### src/rtl/risc16_pkg.sv
// risc16_pkg: constants and types shared by the program loader and the RISC16 core.
package risc16_pkg;
  localparam logic [7:0] LOADER_HDR = 8'hA5;
  localparam logic [5:0] HLT = 6'b111111;
  typedef enum logic [2:0] {L_IDLE, L_CNT, L_BASE, L_DATA, L_CHK, L_DONE, L_ERR} loader_state_e;
  function automatic logic is_waiting(loader_state_e s);
    return s inside {L_IDLE, L_DONE, L_ERR};
  endfunction
endpackage

### src/rtl/prog_loader_if.sv
// prog_loader_if: byte stream in, Mem write port and processor control out.
interface prog_loader_if #(parameter int ADDR_W = 10, parameter int DATA_W = 32);
  logic in_valid, in_ready, mem_we, cpu_halt, cpu_start, done, err;
  logic [7:0] in_data;
  logic [ADDR_W-1:0] mem_addr;
  logic [DATA_W-1:0] mem_wdata;
  modport master(input in_valid, in_data, output in_ready, mem_we, mem_addr, mem_wdata, cpu_halt, cpu_start, done, err);
  modport slave(output in_valid, in_data, input in_ready, mem_we, mem_addr, mem_wdata, cpu_halt, cpu_start, done, err);
endinterface

### src/rtl/prog_loader_word_packer.sv
// word_packer: shifts four big-endian bytes into one 32-bit word.
module word_packer (
  input  logic        clk,
  input  logic        rst,
  input  logic        clr_i,
  input  logic        byte_valid_i,
  input  logic [7:0]  byte_i,
  output logic [31:0] word_o,
  output logic        word_valid_o
);
  logic [23:0] shift_q;
  logic [1:0]  cnt_q;
  assign word_o = {shift_q, byte_i};
  assign word_valid_o = byte_valid_i & (cnt_q == 2'd3);
  always_ff @(posedge clk) begin
    if (rst || clr_i) begin
      shift_q <= '0;
      cnt_q <= '0;
    end else if (byte_valid_i) begin
      shift_q <= {shift_q[15:0], byte_i};
      cnt_q <= cnt_q + 2'd1;
    end
  end
endmodule

### src/rtl/prog_loader.sv
// prog_loader: parses framed byte images into Mem and releases the halted core once the checksum verifies.
module prog_loader
  import risc16_pkg::*;
#(
  parameter int ADDR_W = 10,
  parameter int DATA_W = 32
) (
  input logic clk,
  input logic rst,
  prog_loader_if.master bus
);
  loader_state_e state_q;
  logic in_ready_q, mem_we_q, cpu_halt_q, cpu_start_q, done_q, err_q, sel_q;
  logic [ADDR_W-1:0] mem_addr_q, base_q;
  logic [DATA_W-1:0] mem_wdata_q;
  logic [15:0] count_q, idx_q;
  logic [7:0] hi_q, xor_q, b;
  logic [31:0] word;
  logic word_valid, fire, hdr_hit, sum_ok;
  assign b = bus.in_data;
  assign fire = bus.in_valid & in_ready_q;
  assign hdr_hit = fire & is_waiting(state_q) & (b == LOADER_HDR);
  assign sum_ok = b == xor_q;
  word_packer u_packer (
    .clk(clk),
    .rst(rst),
    .clr_i(hdr_hit),
    .byte_valid_i(fire && state_q == L_DATA),
    .byte_i(b),
    .word_o(word),
    .word_valid_o(word_valid)
  );
  always_ff @(posedge clk) begin
    if (rst) begin
      state_q <= L_IDLE;
      in_ready_q <= 1'b0;
      mem_we_q <= 1'b0;
      mem_addr_q <= '0;
      mem_wdata_q <= '0;
      cpu_halt_q <= 1'b1;
      cpu_start_q <= 1'b0;
      done_q <= 1'b0;
      err_q <= 1'b0;
      sel_q <= 1'b0;
      hi_q <= '0;
      count_q <= '0;
      base_q <= '0;
      idx_q <= '0;
      xor_q <= '0;
    end else begin
      in_ready_q <= 1'b1;
      mem_we_q <= 1'b0;
      cpu_start_q <= 1'b0;
      if (fire) begin
        if (state_q inside {L_CNT, L_BASE, L_DATA}) xor_q <= xor_q ^ b;
        case (state_q)
          L_CNT, L_BASE: begin
            // sel_q marks the low byte of a two-byte big-endian field
            sel_q <= ~sel_q;
            hi_q <= b;
            if (sel_q && state_q == L_CNT) begin
              count_q <= {hi_q, b};
              state_q <= L_BASE;
            end else if (sel_q) begin
              base_q <= ADDR_W'({hi_q, b});
              state_q <= (count_q == 16'd0) ? L_CHK : L_DATA;
            end
          end
          L_DATA: if (word_valid) begin
            mem_we_q <= 1'b1;
            mem_addr_q <= base_q + ADDR_W'(idx_q);
            mem_wdata_q <= word;
            idx_q <= idx_q + 16'd1;
            if (idx_q + 16'd1 == count_q) state_q <= L_CHK;
          end
          L_CHK: begin
            state_q <= sum_ok ? L_DONE : L_ERR;
            cpu_halt_q <= ~sum_ok;
            cpu_start_q <= sum_ok;
            done_q <= sum_ok;
            err_q <= ~sum_ok;
          end
          default: if (b == LOADER_HDR) begin
            state_q <= L_CNT;
            cpu_halt_q <= 1'b1;
            done_q <= 1'b0;
            err_q <= 1'b0;
            xor_q <= '0;
            idx_q <= '0;
            sel_q <= 1'b0;
          end
        endcase
      end
    end
  end
  assign bus.in_ready = in_ready_q;
  assign bus.mem_we = mem_we_q;
  assign bus.mem_addr = mem_addr_q;
  assign bus.mem_wdata = mem_wdata_q;
  assign bus.cpu_halt = cpu_halt_q;
  assign bus.cpu_start = cpu_start_q;
  assign bus.done = done_q;
  assign bus.err = err_q;
endmodule
### src/flat_wrapper.sv
// flat-port wrapper written by rule: the top's interface ports become plain ports
module prog_loader_flat import risc16_pkg::*;
#(
  parameter int ADDR_W = 10,
  parameter int DATA_W = 32
)
  (clk, rst, bus_in_valid, bus_in_data, bus_in_ready, bus_mem_we, bus_mem_addr, bus_mem_wdata, bus_cpu_halt, bus_cpu_start, bus_done, bus_err);
  prog_loader_if #(.ADDR_W(ADDR_W), .DATA_W(DATA_W)) bus_i ();
  input logic clk;
  input logic rst;
  input wire logic [$bits(bus_i.in_valid)-1:0] bus_in_valid;
  input wire logic [$bits(bus_i.in_data)-1:0] bus_in_data;
  output wire logic [$bits(bus_i.in_ready)-1:0] bus_in_ready;
  output wire logic [$bits(bus_i.mem_we)-1:0] bus_mem_we;
  output wire logic [$bits(bus_i.mem_addr)-1:0] bus_mem_addr;
  output wire logic [$bits(bus_i.mem_wdata)-1:0] bus_mem_wdata;
  output wire logic [$bits(bus_i.cpu_halt)-1:0] bus_cpu_halt;
  output wire logic [$bits(bus_i.cpu_start)-1:0] bus_cpu_start;
  output wire logic [$bits(bus_i.done)-1:0] bus_done;
  output wire logic [$bits(bus_i.err)-1:0] bus_err;
  assign bus_i.in_valid = bus_in_valid;
  assign bus_i.in_data = bus_in_data;
  assign bus_in_ready = bus_i.in_ready;
  assign bus_mem_we = bus_i.mem_we;
  assign bus_mem_addr = bus_i.mem_addr;
  assign bus_mem_wdata = bus_i.mem_wdata;
  assign bus_cpu_halt = bus_i.cpu_halt;
  assign bus_cpu_start = bus_i.cpu_start;
  assign bus_done = bus_i.done;
  assign bus_err = bus_i.err;
  prog_loader #(.ADDR_W(ADDR_W), .DATA_W(DATA_W)) u_core (.clk(clk), .rst(rst), .bus(bus_i));
endmodule
### config.mk
export PLATFORM = sky130hd
export DESIGN_NAME = prog_loader_flat
export DESIGN_NICKNAME = d
export VERILOG_FILES = /design/src/rtl/risc16_pkg.sv /design/src/rtl/prog_loader_if.sv /design/src/rtl/prog_loader_word_packer.sv /design/src/rtl/prog_loader.sv /design/src/flat_wrapper.sv
export SDC_FILE = /design/constraint.sdc
export NUM_CORES = 1
export LEC_CHECK = 0
export ABC_AREA = 1
export CELL_PAD_IN_SITES_DETAIL_PLACEMENT = 1
export CELL_PAD_IN_SITES_GLOBAL_PLACEMENT = 1
export CORE_MARGIN = 1
export CORE_UTILIZATION = 45
export DETAILED_ROUTE_END_ITERATION = 8
export GPL_ROUTABILITY_DRIVEN = 1
export HOLD_SLACK_MARGIN = 0.15
export PLACE_DENSITY_LB_ADDON = 0.1
export SLEW_MARGIN = 30
export SYNTH_ARGS = -nofsm -noshare
export SYNTH_HDL_FRONTEND = slang
export SYNTH_SLANG_ARGS = --single-unit
### constraint.sdc
create_clock -name clk -period 3.7 [get_ports clk]
set_input_delay 0.37 -clock clk [delete_from_list [all_inputs] [get_ports clk]]
set_output_delay 0.37 -clock clk [all_outputs]
set_load 0.03 [all_outputs]
# Word level (Yosys, flattened, before mapping)
# Cells that the tools add are included.
[op_classes]
n_eq_ne = 13
bitwise_logic = 14
n_reduce_logical = 26
mux = 22
n_addsub = 3
[op_table]
columns = ["operator", "n"]
rows = [
  ["16-bit two-way mux", 2],
  ["16-bit one-hot mux with 2 select lines", 1],
  ["8-bit two-way mux", 3],
  ["3-bit two-way mux", 6],
  ["16-bit by 1-bit adder with 16-bit output, second input constant", 1],
  ["16-bit equality test", 1],
  ["16-bit zero test", 1],
  ["3-bit AND reduction", 4],
  ["3-bit OR reduction", 4],
  ["10-bit adder", 1],
  ["3-bit equality test, second input constant", 3],
  ["1-bit NOT", 9],
  ["3-bit one-hot mux with 3 select lines", 1],
  ["8-bit equality test", 1],
  ["8-bit equality test, second input constant", 1],
  ["1-bit one-hot mux with 2 select lines", 4],
  ["4-bit AND reduction", 2],
  ["8-bit XOR", 1],
  ["3-bit by 2-bit equality test with 1-bit output, second input constant", 2],
  ["2-bit nonzero test", 3],
  ["3-bit nonzero test", 2],
  ["5-bit AND reduction", 1],
  ["1-bit AND", 4],
  ["1-bit two-way mux", 4],
  ["13 further kinds", 16],
]
[totals]
output_inout_bits = 48
in_bits = 11
wordCells = 95
ff_bits = 136

# Depth between registers and ports, before layout
[logic_depth]
word_depth = 5
ltp_mapped = 16
depth_no_buf = 16

# By module
# From an unflattened synthesis, not the netlist that was laid out.
[unflattened]
cells_unflattened = 928
hier_area_um2 = 6522.5
[modules_own_cells]
columns = ["module", "n_inst", "cells_each", "seq_area_each_um2", "area_each_um2"]
rows = [
  ["prog_loader", 1, 753, 2202.1, 5360.1],
  ["word_packer", 1, 175, 520.5, 1162.4],
]

# Worst setup path after synthesis
# OpenSTA, ideal clock, no wires.
[synth_timing]
path_type = "register -> register"
start = "register u_core.idx_q[0]"
end = "register u_core.mem_addr_q[8], in the netlist u_core.bus.mem_addr[8]"
required_time_ns = 3.587
stages_incl_launch_ff = 16
arrival_ns = 1.883
path_buffers = 0
path_slack_ns = 1.704
setup_ns = 0.113
synth_period_minus_slack_ns = 1.996
cell_sequence = "dfxtp_1 > ha_1 > inv_1 > fa_1 > o21ai_0 > nand2_1 > nand2_1 > nand2_1 > nand2_1 > nand2_1 > nand2_1 > a21oi_1 > nand2_1 > nand2_1 > o21ai_1 > inv_1"
[synth_via]
elab_chain_cells = 1
[synth_rtl]
columns = ["item", "line_no", "rtl"]
rows = [
  ["from (decl)", "prog_loader.sv:16", "logic [15:0] count_q, idx_q;"],
  ["from (signal assigned)", "prog_loader.sv:73", "idx_q <= idx_q + 16'd1;"],
  ["10-bit adder", "prog_loader.sv:71", "mem_addr_q <= base_q + ADDR_W'(idx_q);"],
  ["to (signal assigned)", "prog_loader.sv:71", ""],
  ["to (decl)", "prog_loader.sv:14", "logic [ADDR_W-1:0] mem_addr_q, base_q;"],
]
# Every way passes these cells.
# A chain may end at the register's enable or synchronous reset.

# Worst setup path after layout
[layout_timing]
start = "input bus_in_valid"
end = "register u_core.mem_wdata_q[3], in the netlist u_core.bus.mem_wdata[3]"
[layout_via]
elab_chain_cells = 4
[layout_rtl]
columns = ["item", "line_no", "rtl"]
rows = [
  ["from (decl)", "flat_wrapper.sv:11", "input wire logic [$bits(bus_i.in_valid)-1:0] bus_in_valid;"],
  ["1-bit AND *", "prog_loader.sv:21", "assign fire = bus.in_valid & in_ready_q;"],
  ["1-bit logical AND", "prog_loader.sv:28", ".byte_valid_i(fire && state_q == L_DATA),"],
  ["1-bit AND", "prog_loader_word_packer.sv:14", "assign word_valid_o = byte_valid_i & (cnt_q == 2'd3);"],
  ["3-bit AND reduction (no source line) *", "-", ""],
  ["to (signal assigned)", "prog_loader.sv:72", "mem_wdata_q <= word;"],
  ["to (decl)", "prog_loader.sv:15", "logic [DATA_W-1:0] mem_wdata_q;"],
]
# Mark *: on every way between the ends. The rest lies on a longest branch, timed or not.

==> metrics.txt <==
# TYPE chip_impl_metric gauge
chip_impl_info{name="synth_flop_cell",value="sky130_fd_sc_hd__dfxtp_1"} 1
chip_impl_metric{name="fin_util",unit="%"} 56.0
chip_impl_metric{name="path_clk_slew",unit="ns"} 0.06
chip_impl_metric{name="cts_hold_repair.buffers",unit=""} 0
chip_impl_metric{name="pin_count_of_the_biggest_net_entering_global_routing",unit=""} 66
chip_impl_info{name="synth_top_cells_by_area",value="sky130_fd_sc_hd__dfxtp_1 44%, sky130_fd_sc_hd__nand2_1 13%, sky130_fd_sc_hd__a21oi_1 7.8%"} 1
chip_impl_metric{name="design.core.area",unit="um2"} 13200
chip_impl_metric{name="final.setup.tns",unit="ns"} 0
chip_impl_metric{name="routed_wirelength",unit="mm"} 18.9
chip_impl_info{name="layout.cells.most_common",value="sky130_fd_sc_hd__nand2_1"} 1
chip_impl_metric{name="global_route_met1_usage",unit="%"} 34.3
chip_impl_metric{name="dieArea",unit="um2"} 14100
chip_impl_metric{name="number_of_synthesis_warnings",unit=""} 0
chip_impl_metric{name="fin_crit_sh",unit="%"} 76.7
chip_impl_metric{name="place.port_buffers",unit=""} 58
chip_impl_metric{name="pin_count",unit=""} 59
chip_impl_metric{name="finalWorstPathRequiredPeriod",unit="ns"} 2.84
chip_impl_metric{name="avgRoutedWirePerCell",unit="um"} 17.6
chip_impl_metric{name="drt-initial-drc-count",unit=""} 372
chip_impl_metric{name="clkSinkCount",unit=""} 136
chip_impl_metric{name="power.static_leakage",unit="uW"} 0.00287
chip_impl_metric{name="final_layout_size_suffix_gt1_share",unit="%"} 6.98
chip_impl_metric{name="initial_utilization",unit="%"} 46.3
chip_impl_info{name="grt_setup_unrepaired",value="false"} 1
chip_impl_metric{name="mappedNetlistArea",unit="um2"} 6130
chip_impl_metric{name="synth-seq-area-share",unit="%"} 44.4
chip_impl_metric{name="hold-worst-slack",unit="ns"} 0.456
chip_impl_metric{name="worst_slew_pin_slew",unit="ns"} 0.892
chip_impl_metric{name="finalWeightedCongestion",unit=""} 0.881
chip_impl_metric{name="hold_violations",unit=""} 0
chip_impl_metric{name="placement_rows",unit=""} 42
chip_impl_metric{name="clk_path_buf_depth",unit=""} 2
chip_impl_metric{name="worstPathArrival",unit="ns"} 3.18
chip_impl_info{name="cp-end-kind",value="register"} 1
chip_impl_metric{name="peakVddDrop",unit="mV"} 0.326
chip_impl_metric{name="synth-edff-count",unit=""} 0
chip_impl_metric{name="nets",unit=""} 912
chip_impl_info{name="result_of_the_run",value="finished, final reports clean"} 1
chip_impl_info{name="grt_busiest_layer",value="met2"} 1
chip_impl_metric{name="cap_violations",unit=""} 0
chip_impl_metric{name="pre_cts_slack",unit="ns"} 0.471
chip_impl_metric{name="global_route.overflow_total",unit=""} 0
chip_impl_metric{name="numCtsBuffers",unit=""} 17
chip_impl_metric{name="remaining_drc_errors",unit=""} 0
chip_impl_metric{name="antenna_cells",unit=""} 0
chip_impl_metric{name="grt.total_usage",unit="%"} 28.6
chip_impl_metric{name="vias",unit=""} 5840
chip_impl_metric{name="synth-async-reset-ratio",unit="%"} 0
chip_impl_info{name="tritoncts",value="built"} 1
chip_impl_metric{name="post_cts_resize_count",unit=""} 0
chip_impl_metric{name="final.setup_skew",unit="ns"} 0.00722
chip_impl_metric{name="met3_usage",unit="%"} 4.97
chip_impl_info{name="synth_top_cell_by_area",value="sky130_fd_sc_hd__dfxtp_1"} 1
chip_impl_metric{name="detailedRoute.firstPassIterationCount",unit=""} 4
chip_impl_metric{name="die_y",unit="um"} 119
chip_impl_metric{name="groute.layer.met2.usage",unit="%"} 49.3
chip_impl_metric{name="synth.ff_latch_count",unit=""} 136
chip_impl_metric{name="grt_antenna_before_repair",unit=""} 0
chip_impl_metric{name="placed_instance_area",unit="um2"} 6820
chip_impl_metric{name="power.density_cell_area",unit="nW/um2"} 439
chip_impl_metric{name="max_slew_margin",unit="%"} 40.5
chip_impl_info{name="worst_hold_path_type",value="register to register"} 1
chip_impl_info{name="most-common-layout-cells",value="210 x sky130_fd_sc_hd__nand2_1, 136 x sky130_fd_sc_hd__dfxtp_1, 95 x sky130_fd_sc_hd__a21oi_1"} 1
chip_impl_metric{name="grt_pass1_vias",unit=""} 6146
chip_impl_metric{name="final_instance_area",unit="um2"} 7410
chip_impl_info{name="clock_tree.root_cell",value="sky130_fd_sc_hd__clkbuf_16"} 1
chip_impl_metric{name="finalMaxSlewViolations",unit=""} 0
chip_impl_metric{name="critPathMaxFanout",unit=""} 38
chip_impl_info{name="crit_type",value="primary input to register"} 1
chip_impl_metric{name="setup_violations",unit=""} 0
chip_impl_metric{name="width_of_the_die",unit="um"} 119
chip_impl_metric{name="grt_pass1_wl",unit="mm"} 31.3
chip_impl_metric{name="clock_insertion_delay_worst_skew",unit="ns"} 0.43
chip_impl_metric{name="critPathRequiredTime",unit="ns"} 4.04
chip_impl_metric{name="detail_route.vias_per_cell",unit=""} 5.42
chip_impl_metric{name="area_growth",unit="%"} 20.9
chip_impl_metric{name="fmax",unit="GHz"} 0.352
chip_impl_info{name="setup.worst_path.start_class",value="primary input"} 1
chip_impl_metric{name="setup_slack",unit="ns"} 0.861
chip_impl_metric{name="post_cts_repair_timing_setup_buffer_count",unit=""} 0
chip_impl_metric{name="synth.net_count",unit=""} 865
chip_impl_metric{name="postSynthCellCount",unit=""} 842
chip_impl_metric{name="route.antenna.remaining_nets",unit=""} 0
chip_impl_metric{name="h-tree-depth",unit=""} 4
chip_impl_metric{name="post-dp-hpwl",unit="mm"} 12.8
chip_impl_metric{name="yosysUniqueCellTypes",unit=""} 36
chip_impl_metric{name="synth_top_area_share",unit="%"} 44.4
chip_impl_metric{name="syn-mean-instance-area",unit="um2"} 7.28
## registers in the layout (all words and copies together), names as in the netlist, 2 cells and up
signal	flops
u_core.idx_q	16
u_core.state_q	3
u_core.base_q	10
u_core.count_q	16
u_core.bus.mem_wdata	32
u_core.xor_q	8
u_core.u_packer.shift_q	24
u_core.bus.mem_addr	10
u_core.u_packer.cnt_q	2
u_core.hi_q	8
## cell type report
class / instances / area (um2)
Inverter: 83 / 313
Sequential cell: 136 / 2720
Tap cell: 176 / 220
Clock inverter: 15 / 165
Multi-Input combinational cell: 586 / 2930
Timing Repair Buffer: 65 / 633
Clock buffer: 17 / 425
Fill cell: 1698 / 5830
## worst paths after layout
| kind | from | end | slack (ns) | cells after the start |
|---|---|---|---|---|
| setup / recovery | bus_in_valid | u_core.bus.mem_wdata[3] | 0.86 | 9 |
| hold / removal | u_core.base_q[6] | u_core.base_q[6] | 0.46 | 2 |
| setup reg to reg | u_core.bus.in_ready | u_core.bus.mem_wdata[3] | 0.92 | 8 |
| hold reg to reg | u_core.base_q[6] | u_core.base_q[6] | 0.46 | 2 |
## per-stage QoR
step                      std cells  power, uW
final                          1078       3260
after global routing           1078       3350
after CTS                      1078       3280
after detailed placement       1046       1580
after global placement         1046       1580
after floorplan                 842       1540
## where the power goes
part / internal [uW] / total (uW) / switching, uW
Clock: 1010 / 1710 / 704
Sequential: 1470 / 1470 / 0.649
Combinational: 22.4 / 79.8 / 57.4
## cells in the mapped netlist (2+ instances only)
library cell	n
sky130_fd_sc_hd__nor2_2	2
sky130_fd_sc_hd__buf_2	10
sky130_fd_sc_hd__nand3_1	67
sky130_fd_sc_hd__nand2_2	3
sky130_fd_sc_hd__clkbuf_1	19
sky130_fd_sc_hd__dfxtp_1	136
sky130_fd_sc_hd__o21bai_1	3
sky130_fd_sc_hd__xor2_1	7
sky130_fd_sc_hd__nand2_1	211
sky130_fd_sc_hd__nor2_1	50
sky130_fd_sc_hd__a211oi_1	6
sky130_fd_sc_hd__nor4_1	2
sky130_fd_sc_hd__inv_1	78
sky130_fd_sc_hd__xnor2_1	11
sky130_fd_sc_hd__buf_1	4
sky130_fd_sc_hd__o211ai_1	2
sky130_fd_sc_hd__ha_1	11
sky130_fd_sc_hd__inv_2	5
sky130_fd_sc_hd__o2111ai_1	2
sky130_fd_sc_hd__nor2_4	5
sky130_fd_sc_hd__o21ai_0	66
sky130_fd_sc_hd__a21oi_1	95
sky130_fd_sc_hd__buf_4	4
sky130_fd_sc_hd__o21ai_1	11
sky130_fd_sc_hd__nand4_1	13
sky130_fd_sc_hd__nor3_1	9
## per-layer routing
layer,wire length [um],vias up
li1,-,2868
met5,0,-
met1,8350,2833
met3,550,41
met2,9360,98
met4,657,0
## critical path, stage by stage
cell and delay (ns):
sky130_fd_sc_hd__clkdlybuf4s50_1 0.45, sky130_fd_sc_hd__nand2_1 0.34, sky130_fd_sc_hd__nor2_8 0.23, sky130_fd_sc_hd__inv_2 0.21, sky130_fd_sc_hd__nor2_4 0.35, sky130_fd_sc_hd__inv_2 0.37, sky130_fd_sc_hd__nor2_4 0.45, sky130_fd_sc_hd__inv_2 0.18
sky130_fd_sc_hd__o21ai_1 0.21
## cells by family after synthesis
family          count (synthesis)  synth area share (%)
compound gates                189                  16.4
xor+xnor                       19                  2.94
fa+ha+maj                      12                  2.57
buf+inv                       120                  7.79
flops                         136                  44.4
simple gates                  366                  25.9
Note: power is estimated with default switching activity, not from simulation.
